===== config.mk =====
export PLATFORM = sky130hd
export DESIGN_NAME = count_sum_bcd
export DESIGN_NICKNAME = d
export VERILOG_FILES = /design/src/rtl/count_sum_pkg.sv /design/src/rtl/bin2bcd_serial.sv /design/src/rtl/count_sum_bcd.sv
export SDC_FILE = /design/constraint.sdc
export NUM_CORES = 1
export LEC_CHECK = 0
export CORE_ASPECT_RATIO = 0.7
export CORE_MARGIN = 2
export CORE_UTILIZATION = 35
export DETAILED_ROUTE_END_ITERATION = 7
export SLEW_MARGIN = 20
export SYNTH_ARGS = -nofsm -noshare
export SYNTH_HDL_FRONTEND = slang
export SYNTH_SLANG_ARGS = --single-unit

===== constraint.sdc =====
create_clock -name clk -period 2.5 [get_ports clk]
set_input_delay 0.75 -clock clk [delete_from_list [all_inputs] [get_ports clk]]
set_output_delay 0.75 -clock clk [all_outputs]
set_load 0.01 [all_outputs]

===== src/rtl/count_sum_pkg.sv =====
// count_sum_pkg
// Shared definitions for the count_sum_bcd frame accumulator:
//   state_t : FSM states of the top level (accumulate, convert, present)
//   seg7()  : BCD digit to seven-segment code, bit order {g,f,e,d,c,b,a},
//             active-high; non-decimal nibbles map to all segments off
//   pow10() : 10^n, used to build the overflow threshold at elaboration
package count_sum_pkg;

    typedef enum logic [1:0] {
        ACCUM = 2'd0,
        CONV  = 2'd1,
        OUT   = 2'd2
    } state_t;

    function automatic logic [6:0] seg7(input logic [3:0] digit);
        logic [6:0] code;
        case (digit)
            4'd0:    code = 7'b0111111;
            4'd1:    code = 7'b0000110;
            4'd2:    code = 7'b1011011;
            4'd3:    code = 7'b1001111;
            4'd4:    code = 7'b1100110;
            4'd5:    code = 7'b1101101;
            4'd6:    code = 7'b1111101;
            4'd7:    code = 7'b0000111;
            4'd8:    code = 7'b1111111;
            4'd9:    code = 7'b1101111;
            default: code = 7'b0000000;
        endcase
        return code;
    endfunction

    function automatic longint unsigned pow10(input int n);
        longint unsigned r;
        r = 64'd1;
        for (int i = 0; i < n; i++) begin
            r = r * 64'd10;
        end
        return r;
    endfunction

endpackage


===== src/rtl/bin2bcd_serial.sv =====
// bin2bcd_serial
// Serial double-dabble converter: one bit of the binary input per clock.
// Ports:
//   clk, rstn : clock, asynchronous active-low reset
//   start     : load bin and begin a conversion (ignored priority-wise
//               by nothing; the caller only pulses it while idle)
//   bin[SW]   : binary value to convert, sampled when start is high
//   busy      : conversion in progress
//   done      : one-cycle pulse, bcd is valid from this cycle on
//   bcd       : DIGITS packed BCD nibbles, index 0 is the ones digit
// A conversion takes exactly SW cycles after the start edge. Only the low
// DIGITS nibbles are kept; any carry beyond them is dropped, which only
// matters for values the caller already treats as overflow.
module bin2bcd_serial #(
    parameter int SW     = 6,
    parameter int DIGITS = 2
) (
    input  logic                   clk,
    input  logic                   rstn,
    input  logic                   start,
    input  logic [SW-1:0]          bin,
    output logic                   busy,
    output logic                   done,
    output logic [DIGITS-1:0][3:0] bcd
);

    localparam int STW = $clog2(SW + 1);

    logic [SW-1:0]          shift_q, shift_d;
    logic [DIGITS-1:0][3:0] bcd_q, bcd_d, bcd_adj;
    logic [STW-1:0]         step_q, step_d;
    logic                   busy_q, busy_d;
    logic                   done_q, done_d;

    // Add-3 correction on every nibble that would reach 10+ after the shift.
    for (genvar gi = 0; gi < DIGITS; gi++) begin : g_adj
        assign bcd_adj[gi] = (bcd_q[gi] >= 4'd5) ? (bcd_q[gi] + 4'd3) : bcd_q[gi];
    end

    always_comb begin
        shift_d = shift_q;
        bcd_d   = bcd_q;
        step_d  = step_q;
        busy_d  = busy_q;
        done_d  = 1'b0;
        if (start) begin
            shift_d = bin;
            bcd_d   = '0;
            step_d  = STW'(SW);
            busy_d  = 1'b1;
        end else if (busy_q) begin
            {bcd_d, shift_d} = {bcd_adj, shift_q} << 1;
            step_d           = step_q - STW'(1);
            if (step_q == STW'(1)) begin
                busy_d = 1'b0;
                done_d = 1'b1;
            end
        end
    end

    always_ff @(posedge clk or negedge rstn) begin
        if (!rstn) begin
            shift_q <= '0;
            bcd_q   <= '0;
            step_q  <= '0;
            busy_q  <= 1'b0;
            done_q  <= 1'b0;
        end else begin
            shift_q <= shift_d;
            bcd_q   <= bcd_d;
            step_q  <= step_d;
            busy_q  <= busy_d;
            done_q  <= done_d;
        end
    end

    assign busy = busy_q;
    assign done = done_q;
    assign bcd  = bcd_q;

endmodule


===== src/rtl/count_sum_bcd.sv =====
// count_sum_bcd
// AXI-Stream frame accumulator with a decimal seven-segment result beat.
// Sums up to N accepted beats (closing early on s_last), converts the total
// to DIGITS BCD digits and holds one seg7 code per digit until accepted.
// Ports:
//   clk, rstn        : clock, asynchronous active-low reset
//   s_valid/s_ready  : input handshake (s_ready registered)
//   s_data[W]        : unsigned sample
//   s_last           : closes the frame after this beat
//   m_valid/m_ready  : output handshake (m_valid registered)
//   m_data           : [DIGITS-1:0][6:0] segment codes, index 0 = ones digit
//   m_ovf            : total exceeded 10^DIGITS-1 (all digits show 9)
//   m_count          : number of beats in the frame
module count_sum_bcd
    import count_sum_pkg::*;
#(
    parameter int W        = 3,
    parameter int N        = 5,
    parameter int DIGITS   = 2,
    parameter bit BLANK_LZ = 1'b0
) (
    input  logic                         clk,
    input  logic                         rstn,
    input  logic                         s_valid,
    output logic                         s_ready,
    input  logic [W-1:0]                 s_data,
    input  logic                         s_last,
    output logic                         m_valid,
    input  logic                         m_ready,
    output logic [DIGITS-1:0][6:0]       m_data,
    output logic                         m_ovf,
    output logic [$clog2(N+1)-1:0]       m_count
);

    // Accumulator is wide enough for N full-scale samples, so it never wraps.
    localparam int SW = $clog2(N * (2**W - 1) + 1);
    localparam int CW = $clog2(N + 1);
    localparam longint unsigned OVF_LIMIT = pow10(DIGITS);

    state_t                 state_q, state_d;
    logic [SW-1:0]          sum_q, sum_d;
    logic [CW-1:0]          cnt_q, cnt_d;
    logic                   s_ready_q, s_ready_d;
    logic                   m_valid_q, m_valid_d;
    logic [DIGITS-1:0][6:0] m_data_q, m_data_d;
    logic                   m_ovf_q, m_ovf_d;
    logic [CW-1:0]          m_count_q, m_count_d;

    logic                   conv_start;
    logic                   conv_busy;
    logic                   conv_done;
    logic [DIGITS-1:0][3:0] conv_bcd;
    logic                   ovf_now;
    logic [DIGITS-1:0][6:0] seg_vec;

    // The converter is loaded with sum_d so the closing beat is included.
    bin2bcd_serial #(
        .SW     (SW),
        .DIGITS (DIGITS)
    ) u_bin2bcd (
        .clk   (clk),
        .rstn  (rstn),
        .start (conv_start),
        .bin   (sum_d),
        .busy  (conv_busy),
        .done  (conv_done),
        .bcd   (conv_bcd)
    );

    // sum_q still holds the frame total while converting.
    assign ovf_now = (64'(sum_q) >= OVF_LIMIT);

    // Digit 0 is never blanked; an upper digit is blank only when it and
    // every digit above it are zero. Overflow forces 9 everywhere.
    for (genvar gi = 0; gi < DIGITS; gi++) begin : g_seg
        if (gi == 0) begin : g_ones
            assign seg_vec[gi] = ovf_now ? seg7(4'd9) : seg7(conv_bcd[gi]);
        end else begin : g_upper
            logic upper_nz;
            assign upper_nz    = |conv_bcd[DIGITS-1:gi];
            assign seg_vec[gi] = ovf_now ? seg7(4'd9) :
                                 (BLANK_LZ && !upper_nz) ? 7'b0000000 :
                                 seg7(conv_bcd[gi]);
        end
    end

    always_comb begin
        state_d    = state_q;
        sum_d      = sum_q;
        cnt_d      = cnt_q;
        s_ready_d  = s_ready_q;
        m_valid_d  = m_valid_q;
        m_data_d   = m_data_q;
        m_ovf_d    = m_ovf_q;
        m_count_d  = m_count_q;
        conv_start = 1'b0;
        case (state_q)
            ACCUM: begin
                s_ready_d = 1'b1;
                if (s_valid && s_ready_q) begin
                    sum_d = sum_q + SW'(s_data);
                    cnt_d = cnt_q + CW'(1);
                    if ((cnt_d == CW'(N)) || s_last) begin
                        state_d    = CONV;
                        conv_start = 1'b1;
                        s_ready_d  = 1'b0;
                    end
                end
            end
            CONV: begin
                s_ready_d = 1'b0;
                if (conv_done && !conv_busy) begin
                    state_d   = OUT;
                    m_valid_d = 1'b1;
                    m_data_d  = seg_vec;
                    m_ovf_d   = ovf_now;
                    m_count_d = cnt_q;
                end
            end
            OUT: begin
                if (m_valid_q && m_ready) begin
                    state_d   = ACCUM;
                    m_valid_d = 1'b0;
                    s_ready_d = 1'b1;
                    sum_d     = '0;
                    cnt_d     = '0;
                end
            end
            default: begin
                state_d = ACCUM;
            end
        endcase
    end

    always_ff @(posedge clk or negedge rstn) begin
        if (!rstn) begin
            state_q   <= ACCUM;
            sum_q     <= '0;
            cnt_q     <= '0;
            s_ready_q <= 1'b0;
            m_valid_q <= 1'b0;
            m_data_q  <= '0;
            m_ovf_q   <= 1'b0;
            m_count_q <= '0;
        end else begin
            state_q   <= state_d;
            sum_q     <= sum_d;
            cnt_q     <= cnt_d;
            s_ready_q <= s_ready_d;
            m_valid_q <= m_valid_d;
            m_data_q  <= m_data_d;
            m_ovf_q   <= m_ovf_d;
            m_count_q <= m_count_d;
        end
    end

    assign s_ready = s_ready_q;
    assign m_valid = m_valid_q;
    assign m_data  = m_data_q;
    assign m_ovf   = m_ovf_q;
    assign m_count = m_count_q;

endmodule

# Word-level counts from Yosys, hierarchy flattened
# Memory sizes are Yosys's and may differ from the RTL's. A register that Yosys moved wholly into a read port is not among the register bits.
# Index checks and enable logic that the tools add are counted.
# Widths: inputs -> output; s select.
[word_totals]
out_inout_bits = 20
inputBits = 8
word_cells = 81
memories = 2
mem_bits_ro = 224
reg_bits = 35
[op_classes]
muxes = 35
eq_ne = 8
addsub = 5
n_lt_le_gt_ge = 2
reduce_logical = 17
[mem_list]
columns = ["memory", "depth", "word_bits", "read_ports", "rd_ports_with_merged_regs", "wr", "line_no", "rtl"]
rows = [
  ["(name not given)", 16, 7, 1, 1, 0, "count_sum_pkg.sv:17", "case (digit)"],
  ["(name not given)", 16, 7, 1, 1, 0, "count_sum_pkg.sv:17", ""],
]
[op_table]
columns = ["op", "count"]
rows = [
  ["$mux 6", 4],
  ["$mux 8", 2],
  ["$mux 3", 5],
  ["$mux 1", 14],
  ["$pmux 6 s2", 1],
  ["$ge 4x3->1 const B", 2],
  ["$mux 2", 4],
  ["$ne 2x2->1 const B", 4],
  ["$add 6x3->6", 1],
  ["$pmux 2 s3", 1],
  ["$pmux 3 s2", 1],
  ["$reduce_and 3->1", 2],
  ["$reduce_bool 2->1", 3],
  ["$add 4x2->4 const B", 1],
  ["$mux 4", 1],
  ["$reduce_and 2->1", 2],
  ["$reduce_and 4->1", 1],
  ["$add 3x1->3 const B", 1],
  ["$add 3x2->3 const B", 1],
  ["$eq 3x1->1 const B", 1],
  ["$eq 3x3->1 const B", 1],
  ["$logic_and 1x1->1", 3],
  ["$logic_not 1->1", 3],
  ["$pmux 1 s3", 1],
  ["other kinds (7)", 7],
]

# Logic depth before layout (Yosys ltp)
# Gate-level depths: netlist of the first run.
[logic_depth]
depth_word = 7
depth_mapped = 8
depth_no_buf = 7

# Cells and area by module
# A second synthesis of the first run with hierarchy kept.
[unflattened]
hier_cells = 291
hier_area_um2 = 2854.0
[by_module_without_submodules]
columns = ["module", "cells_each", "area_per_inst_um2", "seq_area_each_um2", "n_inst"]
rows = [
  ["count_sum_bcd", 192, 1841.8, 750.7, 1],
  ["bin2bcd_serial", 99, 1012.2, 475.5, 1],
]

# Least setup slack after synthesis of the first run
# No wires, ideal clock.
[synth_timing]
kind = "input-to-reg"
from = "input port s_data[0]"
to = "register u_bin2bcd.shift_q[4]"
setup_time_ns = 0.118
arrival_time_ns = 2.016
cell_stages = 7
required_time_ns = 2.382
n_path_buf = 0
path_slack_ns = 0.366
cell_sequence = "ha_1 fa_1 a21oi_1 nor3b_1 xor2_1 a22o_1 a21o_1"
[synth_between]
elab_chain_cells = 4
[synth_lines]
columns = ["item", "line_no", "rtl"]
rows = [
  ["from (decl)", "count_sum_bcd.sv:26", "input logic [W-1:0] s_data,"],
  ["$add 6x3->6", "count_sum_bcd.sv:101", "sum_d = sum_q + SW'(s_data);"],
  ["$mux 6", "count_sum_bcd.sv:100", "if (s_valid && s_ready_q) begin"],
  ["$pmux 6 s2", "count_sum_bcd.sv:97", "case (state_q)"],
  ["named net sum_d[4]", "count_sum_bcd.sv:41", "logic [SW-1:0] sum_q, sum_d;"],
  ["$mux 6", "bin2bcd_serial.sv:46", "if (start) begin"],
  ["to (signal assigned)", "bin2bcd_serial.sv:69", "shift_q <= shift_d;"],
  ["to (decl)", "bin2bcd_serial.sv:29", "logic [SW-1:0] shift_q, shift_d;"],
]
# The timed path passes the listed nets, and every way through them passes these cells.
# A chain may end at the register's enable or synchronous reset.

# Worst setup path in the final report of the first run
# Same ends and word-level chain as after synthesis.

==> results of run 1 <==
[worst paths after layout]
kind / depth (start not counted) / to / startpoint / slack [ns]
setup reg to reg: 7 / u_bin2bcd.bcd[3] / state_q[1] / 0.60
max in group asynchronous: 2 / u_bin2bcd.bcd[5] / rstn / 1.51
setup / recovery: 8 / u_bin2bcd.shift_q[4] / s_data[0] / 0.16
min in group asynchronous: 2 / sum_q[3] / rstn / 0.56
hold reg to reg: 2 / m_data[7] / m_data[7] / 0.47
hold / removal: 2 / m_data[7] / m_data[7] / 0.47
[routing by layer]
layer  share of wire  GRT usage
met5               0          0
met4          0.0060     0.0300
met3           0.038     0.0332
met2            0.42      0.183
met1            0.54      0.192
[cell usage after synthesis]
library cell	count	area, µm²
clkbuf_1	5	18.8
xor2_1	8	70.1
a21o_4	1	15.0
buf_4	2	15.0
and3_1	1	6.26
nor2b_1	1	6.26
nor2_2	1	6.26
o211ai_1	1	7.51
dfrtp_1	49	1230
ha_1	24	300
inv_1	17	63.8
o21ai_2	2	17.5
or2_4	1	8.76
a21o_1	5	37.5
a211oi_1	1	7.51
nand3_1	4	20.0
nor3b_1	5	37.5
a41oi_1	1	8.76
buf_6	1	11.3
o21a_1	1	7.51
nor2_1	20	75.1
o22a_1	3	26.3
a311oi_1	1	8.76
o21ai_0	25	125
a31oi_1	3	18.8
mux2_1	1	11.3
a22o_1	5	43.8
buf_2	5	25.0
nor3_1	2	10.0
xnor2_1	4	35.0
mux2_2	3	33.8
nand4_1	1	6.26
nand2b_1	5	31.3
mux2i_1	10	100
nand2_1	42	158
a21oi_2	2	17.5
a21bo_4	1	16.3
nand3b_1	1	7.51
a21oi_1	21	105
fa_1	1	20.0
conb_1	1	3.75
[sequential cells by signal, summed over array words and instances (netlist names)]
| name | cells |
|---|---|
| m_data | 14 |
| u_bin2bcd.bcd | 8 |
| sum_q | 6 |
| u_bin2bcd.shift_q | 6 |
| cnt_q | 3 |
| m_count | 3 |
| u_bin2bcd.step_q | 3 |
| state_q | 2 |
| m_valid | 1 |
| s_ready | 1 |
| u_bin2bcd.busy | 1 |
| u_bin2bcd.done | 1 |
[cell families (layout without fill, tap and decap cells)]
| kind of cell | after synthesis | count (layout) | share of synthesized area |
|---|---|---|---|
| fa+ha+maj | 25 | 25 | 0.116 |
| other cells | 1 | 1 | 0.00135 |
| compound gates | 73 | 73 | 0.167 |
| xor+xnor | 12 | 12 | 0.0379 |
| mux | 14 | 14 | 0.0524 |
| simple gates | 84 | 84 | 0.135 |
| flops | 49 | 49 | 0.443 |
| buf+inv | 30 | 58 | 0.0483 |
[report_power, final]
part | switching [mW] | internal [mW] | total, mW
combinational | 0.975 | 0.918 | 1.89
clock | 0.289 | 0.398 | 0.687
sequential | 0.306 | 1.11 | 1.41
total | 1.57 | 2.42 | 3.99
[cell type report]
type | instances | area share
clock buffers | 6 | 0.0423
clock inverters | 2 | 0.00419
inverters | 17 | 0.0194
multi-input cells | 209 | 0.429
flip-flops and latches | 49 | 0.373
well taps | 101 | 0.0384
repair buffers | 33 | 0.0936
[stage by stage]
| stage | area (µm²) | total power [mW] | setup WS, ns |
|---|---|---|---|
| 2_1_floorplan | 2770 | 2.77 | 0.366 |
| 3_3_place_gp | 3130 | 3.28 | -0.104 |
| 3_5_place_dp | 3130 | 3.32 | -0.127 |
| 4_1_cts | 3290 | 4.03 | 0.156 |
| 5_1_grt | 3290 | 4.36 | 0.0817 |
| 6_report | 3290 | 3.99 | 0.163 |
[critical path: cells and delay by family]
kind | cells | cell delay [ns]
compound gates | 3 | 0.53
buf+inv | 1 | 0.40
simple gates | 1 | 0.08
xor+xnor | 1 | 0.14
fa+ha+maj | 2 | 0.61
==> reports/results.ini, run 1 <==
[route]
wirelength_um=5010
first_pass_iters=4
wire_per_inst_um=12.0
drt_iter0_markers=100
via_per_inst=4.76
num_vias=1985
drcViolationCount=0
antenna_left=0

[placed_design]
dpl.cell_count=409
gp_congestion=0.769
port_buffers=26
hpwl_um=3650

[finish]
area_delta_synth_final_pct=18.7
layout_common_cells=dfrtp_1 (49), nand2_1 (42), o21ai_0 (25), clkdlybuf4s50_1 (25), ha_1 (24)
drive_above_1_share=0.0854
antennaDiodeCount=0
n_fill_cell=774
nets=348
utilization=0.423
final_cells=417
multi_input_area_mm2=0.00141
regArea_mm2=0.00123
final_common_cell=dfrtp_1

[synth]
yosysWarningCount=0
syn_inst=288
syn_area_per_cell_um2=9.62
syn_nets=321
synth_seq_cells=49
netlist_area_mm2=0.00277
ys_types=41
yosysSeqAreaShare=0.443

[status]
status=finished clean

[timing]
period_share=0.935
slew_headroom=0.578
final_max_slew_viol_count=0
setup_viol=0
rsz0062_at_grt=no
fin_tns_setup_ns=0
max_clock_freq_ghz=0.428
finalClockSkew_ns=0.00972
hold_viol=0
holdWs_ns=0.471
period_needed_ns=2.34
max_slew.worst_pin.slew_ns=0.633

[floorplanning]
io_pins=28
rows=27
start_util=0.357
core_mm2=0.00777
die_w_um=110
die_h_um=78.4
dieArea_mm2=0.00865

[clock_network]
cts_made_buffers=5
cts_tree=yes
post-cts-setup-buffers=0
root_buffer=clkbuf_16
clock-sinks=49
clk_pin_slew_ns=0.07
ctsHoldBuffers=0
htree_levels=2
clockBufferDepth=2
ctsResizeCount=0
clock_latency_ns=0.29

[power_and_ir_drop]
ir_worst_vdd_uv=438
p_leak_nw=1.60
powerDensity_mw_per_mm2=1210

[global_routing]
grt_first_pass_wirelength_um=8790
antenna_found_initial=0
grt_max_degree=50
gr-total-overflow=0
grt_pass1_vias=1864
gr-usage-all-layers=0.128

[worst_setup_path]
cp-end-kind=flip-flop
cp_max_fo=2
worstPathRequired_ns=2.67
slowest_delay_ns=0.40
cp_slowest_cell=clkdlybuf4s50_1
cp-start-kind=input pin
critical_path_class=input pin to flip-flop
cp.arrival_ns=2.51
worstPathCellList=clkdlybuf4s50_1 > ha_1 > fa_1 > a21oi_1 > nor3b_1 > xor2_1 > a22o_1 > a21o_1

[flow_run]
drv_cap=0

[worst_hold_path]
hold_path_class=flip-flop to flip-flop

Note: power is estimated with default switching activity, not from simulation.
==> run 2, diff against run 1 <==
Clock period 2.5 ns to 2 ns, I/O delays scaled along.
==> run 2 against run 1 <==
Die area did not move. Critical path type unchanged. Clock-buffer cell count stayed put. Non-clock buffer count rose by 9. Design area is 3.1% higher. Sequential power up 24%. Total power rose by 28%. Critical endpoint unchanged. Critical path depth unchanged. Final cell count up 2.2%. Clock skew is 0.00052 ns lower.
==> reports/results.ini, run 2 (synthesis gave the netlist of run 1 again) <==
[status]
status=finished clean

[worst_setup_path]
cp_slowest_cell=fa_2
worstPathRequired_ns=2.18  ; -0.49 ns
critical_path_class=input pin to flip-flop
critPathLaunch=s_data[0]
reg2regPathDepth=6  ; -1
slowest_delay_ns=0.36  ; -0.04 ns
cp_max_fo=2  ; unchanged
cp-end-kind=flip-flop
crit_family=adder cells
r2r-start=cnt_q[1]
path_depth=8  ; unchanged
reg2reg_slack_ns=0.22  ; -0.38 ns
cp.arrival_ns=2.09  ; -0.42 ns
cp.buffers_inverters=1  ; unchanged
crit_end=u_bin2bcd.shift_q[4]
cp-start-kind=input pin
reg2reg_to=state_q[1]
worstPathCellList=dlygate4sd2_1 > ha_2 > fa_2 > a21oi_2 > nor3b_2 > xor2_1 > a22o_1 > a21o_1

[power_and_ir_drop]
powerDensity_mw_per_mm2=1510  ; +25%
ir_worst_vdd_uv=479  ; +9.2%
p_leak_nw=1.66  ; +3.3%
power.total_mw=5.12  ; +28%

[timing]
rsz0062_at_grt=yes
hold_viol=0  ; unchanged
period_share=0.956
final_max_slew_viol_count=0  ; unchanged
finalClockSkew_ns=0.00920  ; -0.000523 ns
period_needed_ns=1.91
max_clock_freq_ghz=0.523
worst_slack_ns=0.0871  ; -0.0760 ns
setup_viol=0  ; unchanged

[clock_network]
post-cts-setup-buffers=0  ; unchanged
clockBufferDepth=2  ; unchanged
cts_tree=yes
cts_made_buffers=5  ; unchanged
htree_levels=2  ; unchanged
clk_pin_slew_ns=0.06  ; about the same
clock_latency_ns=0.29  ; about the same
ctsHoldBuffers=0  ; unchanged
root_buffer=clkbuf_16
clock-sinks=49  ; unchanged

[route]
drt_iter0_markers=75  ; -25%
num_vias=2011  ; +1.3%
routed.top_layer=met4
drcViolationCount=0  ; unchanged
wl_met1_um=2900  ; +7.2%
first_pass_iters=4  ; unchanged
wire_per_inst_um=12.4  ; +3.0%
wirelength_um=5270  ; +5.2%
wl_met3_um=176  ; -6.4%
via_per_inst=4.72  ; -0.83%
antenna_left=0  ; unchanged
wl_met2_um=2160  ; +3.6%

[placed_design]
dpl.cell_count=418  ; +2.2%
placed_cell_area_mm2=0.00323  ; +3.0%
gp_congestion=0.839  ; +9.0%
port_buffers=26  ; unchanged
pre_cts_slack_ns=-0.474  ; -0.347 ns
hpwl_um=3880  ; +6.4%

[floorplanning]
die_h_um=78.4  ; unchanged
dieArea_mm2=0.00865  ; unchanged
io_pins=28  ; unchanged
die_w_um=110  ; unchanged
rows=27  ; unchanged
core_mm2=0.00777  ; unchanged
start_util=0.357  ; unchanged

[global_routing]
grt_max_degree=50  ; unchanged
antenna_found_initial=0  ; unchanged
gr-usage-all-layers=0.133  ; +0.00483
grt_first_pass_wirelength_um=9160  ; +4.2%
gr-total-overflow=0  ; unchanged
grt_pass1_vias=1958  ; +5.0%

[finish]
final_common_cell=dfrtp_1
regArea_mm2=0.00123  ; unchanged
drive_above_1_share=0.123  ; +0.0376
nets=357  ; +2.6%
final_cells=426  ; +2.2%
area_delta_synth_final_pct=22.3
layout_common_cells=dfrtp_1 (49), nand2_1 (42), o21ai_0 (25)
n_fill_cell=773  ; -0.13%
largest_reg_flops=14  ; unchanged
post-route-cell-area_mm2=0.00339  ; +3.1%
multi_input_area_mm2=0.00143  ; +1.2%
antennaDiodeCount=0  ; unchanged

[flow_run]
drv_cap=0  ; unchanged

[worst_hold_path]
hold_path_class=input pin to asynchronous set/reset pin

run 2: changes by cell type in the layout (fill, tap and decap cells not counted), moves of 2 or more:
cell	delta
a21oi_1	-2
a21oi_2	+2
buf_12	+2
buf_4	+7
clkdlybuf4s50_1	-2
run 2: area by class of cell:
| class | count | share of cell area |
|---|---|---|
| repair buffers | 42 | 0.119 |
| multi-input cells | 209 | 0.421 |
| clock buffers | 6 | 0.0380 |
| clock inverters | 2 | 0.00406 |
| well taps | 101 | 0.0373 |
| inverters | 17 | 0.0188 |
| flip-flops and latches | 49 | 0.362 |
run 2: timing repair:
| action | in CTS | in global routing |
|---|---|---|
| endpoints found under the setup margin | 3 | 5 |
| pin swaps | 6 | 4 |
| gates resized for setup | 5 | 2 |
run 2: layer usage:
metal,track usage,up-vias
met5,0,-
met4,0.0263,0
met3,0.0324,5
met2,0.200,29
met1,0.194,932
li1,-,1045
run 2: worst min path at each step:
stage	startpoint	slack [ns]	end
2_1_floorplan	rstn	0.30	cnt_q[0]
3_3_place_gp	m_data[5]	0.45	m_data[5]
3_5_place_dp	m_data[5]	0.46	m_data[5]
4_1_cts	rstn	0.31	u_bin2bcd.bcd[2]
5_1_grt	rstn	0.32	u_bin2bcd.shift_q[1]
6_report	rstn	0.29	sum_q[3]
run 2: where the power goes:
group	internal, mW	switching (mW)
combinational	1.26	1.29
sequential	1.38	0.367
clock	0.467	0.363
run 2: through the flow:
step	util	TNS, ns	hold WS [ns]
3_3_place_gp	0.415	-2.08	0.450
3_5_place_dp	0.415	-2.41	0.460
5_1_grt	0.436	-0.00619	0.320
2_1_floorplan	-	0	0.304
4_1_cts	0.435	0	0.306
6_report	0.436	0	0.292
run 2: worst register-to-register path, stage by stage (launching register included):
cell and delay (ns):
dfrtp_1 0.40, ha_1 0.22, xor2_1 0.19, a21oi_2 0.12
or2_4 0.25, a21oi_2 0.15, mux2_1 0.33
==> run 3, diff against run 2 <==
Settings changed: CORE_MARGIN 2 to not set, SLEW_MARGIN 20 to not set.
==> run 3 against run 2 <==
Wire length up 1.4%. Hold slack got worse by 0.0026 ns. Core utilization up 1.8 points. Design area up 0.30%.
==> reports/results.ini, run 3 (synthesis gave the netlist of run 1 again) <==
[clock_network]
clk_pin_slew_ns=0.07  ; about the same
cts_made_buffers=5  ; unchanged
ctsHoldBuffers=0  ; unchanged
clock_latency_ns=0.28  ; about the same
cts_tree=yes
clock-sinks=49  ; unchanged
htree_levels=2  ; unchanged
clockBufferDepth=2  ; unchanged
root_buffer=clkbuf_16

[worst_setup_path]
cp-end-kind=flip-flop
cp_max_fo=3  ; +1
worstPathCellList=clkdlybuf4s50_1 > ha_1 > a21oi_2 > nor3b_2 > xor2_1 > a22o_1 > a21o_1
cp-start-kind=input pin
r2r-start=cnt_q[1]
critical_path_class=input pin to flip-flop
cp.buffers_inverters=1  ; unchanged
slowest_delay_ns=0.40  ; +0.04 ns
critPathLaunch=s_data[2]
cp_slowest_cell=clkdlybuf4s50_1
worstPathRequired_ns=2.18  ; about the same
crit_family=compound AO/OA/AOI/OAI gates
cp.arrival_ns=2.08  ; about the same

[placed_design]
pre_cts_slack_ns=-0.467  ; +0.00678 ns
gp_congestion=0.774  ; -7.7%
port_buffers=26  ; unchanged
hpwl_um=3940  ; +1.5%
placed_cell_area_mm2=0.00323  ; +0.12%
dpl.cell_count=416  ; -0.48%

[route]
num_vias=2029  ; +0.90%
wirelength_um=5340  ; +1.4%
antenna_left=0  ; unchanged
via_per_inst=4.79  ; +1.4%
wire_per_inst_um=12.6  ; +1.9%
drcViolationCount=0  ; unchanged
drt_iter0_markers=86  ; +15%
first_pass_iters=4  ; unchanged

[timing]
final_max_slew_viol_count=0  ; unchanged
max_clock_freq_ghz=0.525  ; +0.46%
finalClockSkew_ns=0.00982  ; +0.000620 ns
holdWs_ns=0.289  ; -0.00264 ns
setup_viol=0  ; unchanged
fin_tns_setup_ns=0  ; unchanged
period_needed_ns=1.90  ; -0.00869 ns
rsz0062_at_grt=no
hold_viol=0  ; unchanged
worst_slack_ns=0.0958  ; +0.00869 ns
period_share=0.952  ; -0.00434

[floorplanning]
die_w_um=108  ; -1.8%
start_util=0.370  ; +0.0137
rows=26  ; -3.7%
dieArea_mm2=0.00828  ; -4.3%
io_pins=28  ; unchanged
die_h_um=76.4  ; -2.5%
core_mm2=0.00748  ; -3.7%

[power_and_ir_drop]
powerDensity_mw_per_mm2=1520  ; +0.49%
ir_worst_vdd_uv=553  ; +16%
power.total_mw=5.16  ; +0.78%
p_leak_nw=1.67  ; +0.60%

[global_routing]
gr-total-overflow=0  ; unchanged
gr-usage-all-layers=0.144  ; +0.0110
grt_pass1_vias=2012  ; +2.8%
grt_first_pass_wirelength_um=9600  ; +4.9%
antenna_found_initial=0  ; unchanged
grt_max_degree=50  ; unchanged

[finish]
drive_above_1_share=0.126  ; +0.00269
layout_common_cells=dfrtp_1 (49), nand2_1 (42), o21ai_0 (25)
final_common_cell=dfrtp_1
antennaDiodeCount=0  ; unchanged
utilization=0.454  ; +0.0181
nets=358  ; +0.28%
final_cells=424  ; -0.47%
largest_reg_flops=14  ; unchanged
post-route-cell-area_mm2=0.00340  ; +0.30%
area_delta_synth_final_pct=22.7

[flow_run]
drv_cap=0  ; unchanged

[worst_hold_path]
hold_path_class=input pin to asynchronous set/reset pin

[status]
status=finished clean

-- run 3: cell types whose count changed in the layout (fill, tap and decap cells not counted) --
cell / before / now
clkinv_4: 0 / 1
a21oi_1: 19 / 20
clkbuf_8: 0 / 1
a21oi_2: 4 / 3
inv_6: 1 / 0
buf_4: 14 / 15
clkbuf_1: 1 / 0
-- run 3: path summary, 6_finish.rpt --
| path | cells past startpoint | to | slack [ns] |
|---|---|---|---|
| worst max-delay path | 7 | u_bin2bcd.shift_q[4] | 0.1 |
| worst min-delay path | 2 | sum_q[2] | 0.29 |
| worst max register to register | 6 | state_q[1] | 0.23 |
| worst min register to register | 2 | m_data[12] | 0.47 |
| max in group asynchronous | 2 | m_data[0] | 1.48 |
| min in group clk | 2 | m_data[12] | 0.47 |
-- run 3: layout make-up --
cell class	instances	area, µm²
Fill cell	736	4080
Multi-Input combinational cell	209	1420
Sequential cell	49	1230
Timing Repair Buffer	43	409
Clock buffer	6	139
Tap cell	98	123
Inverter	17	63.8
Clock inverter	2	13.8
-- run 3: layer usage --
layer	global-route usage	wire length, µm	vias to the layer above	share of wire
li1	-	-	1050	-
met4	0.0203	19	0	0.0036
met5	0	0	-	0
met1	0.212	2930	938	0.55
met2	0.215	2220	39	0.42
met3	0.0368	180	2	0.034
-- run 3: report_power, final --
group          total (mW)  internal, mW  switching [mW]
registers            1.73          1.38           0.342
logic                2.58          1.27            1.31
clock network       0.859         0.498           0.361
total                5.16          3.15            2.02
-- run 3: repair_timing --
| action | CTS | global route |
|---|---|---|
| setup endpoints to repair | 3 | 1 |
| pin swaps | 6 | 1 |
| endpoints found under the hold margin | 0 | 0 |
| gates resized for setup | 5 | 1 |
| buffers inserted | 0 | 0 |
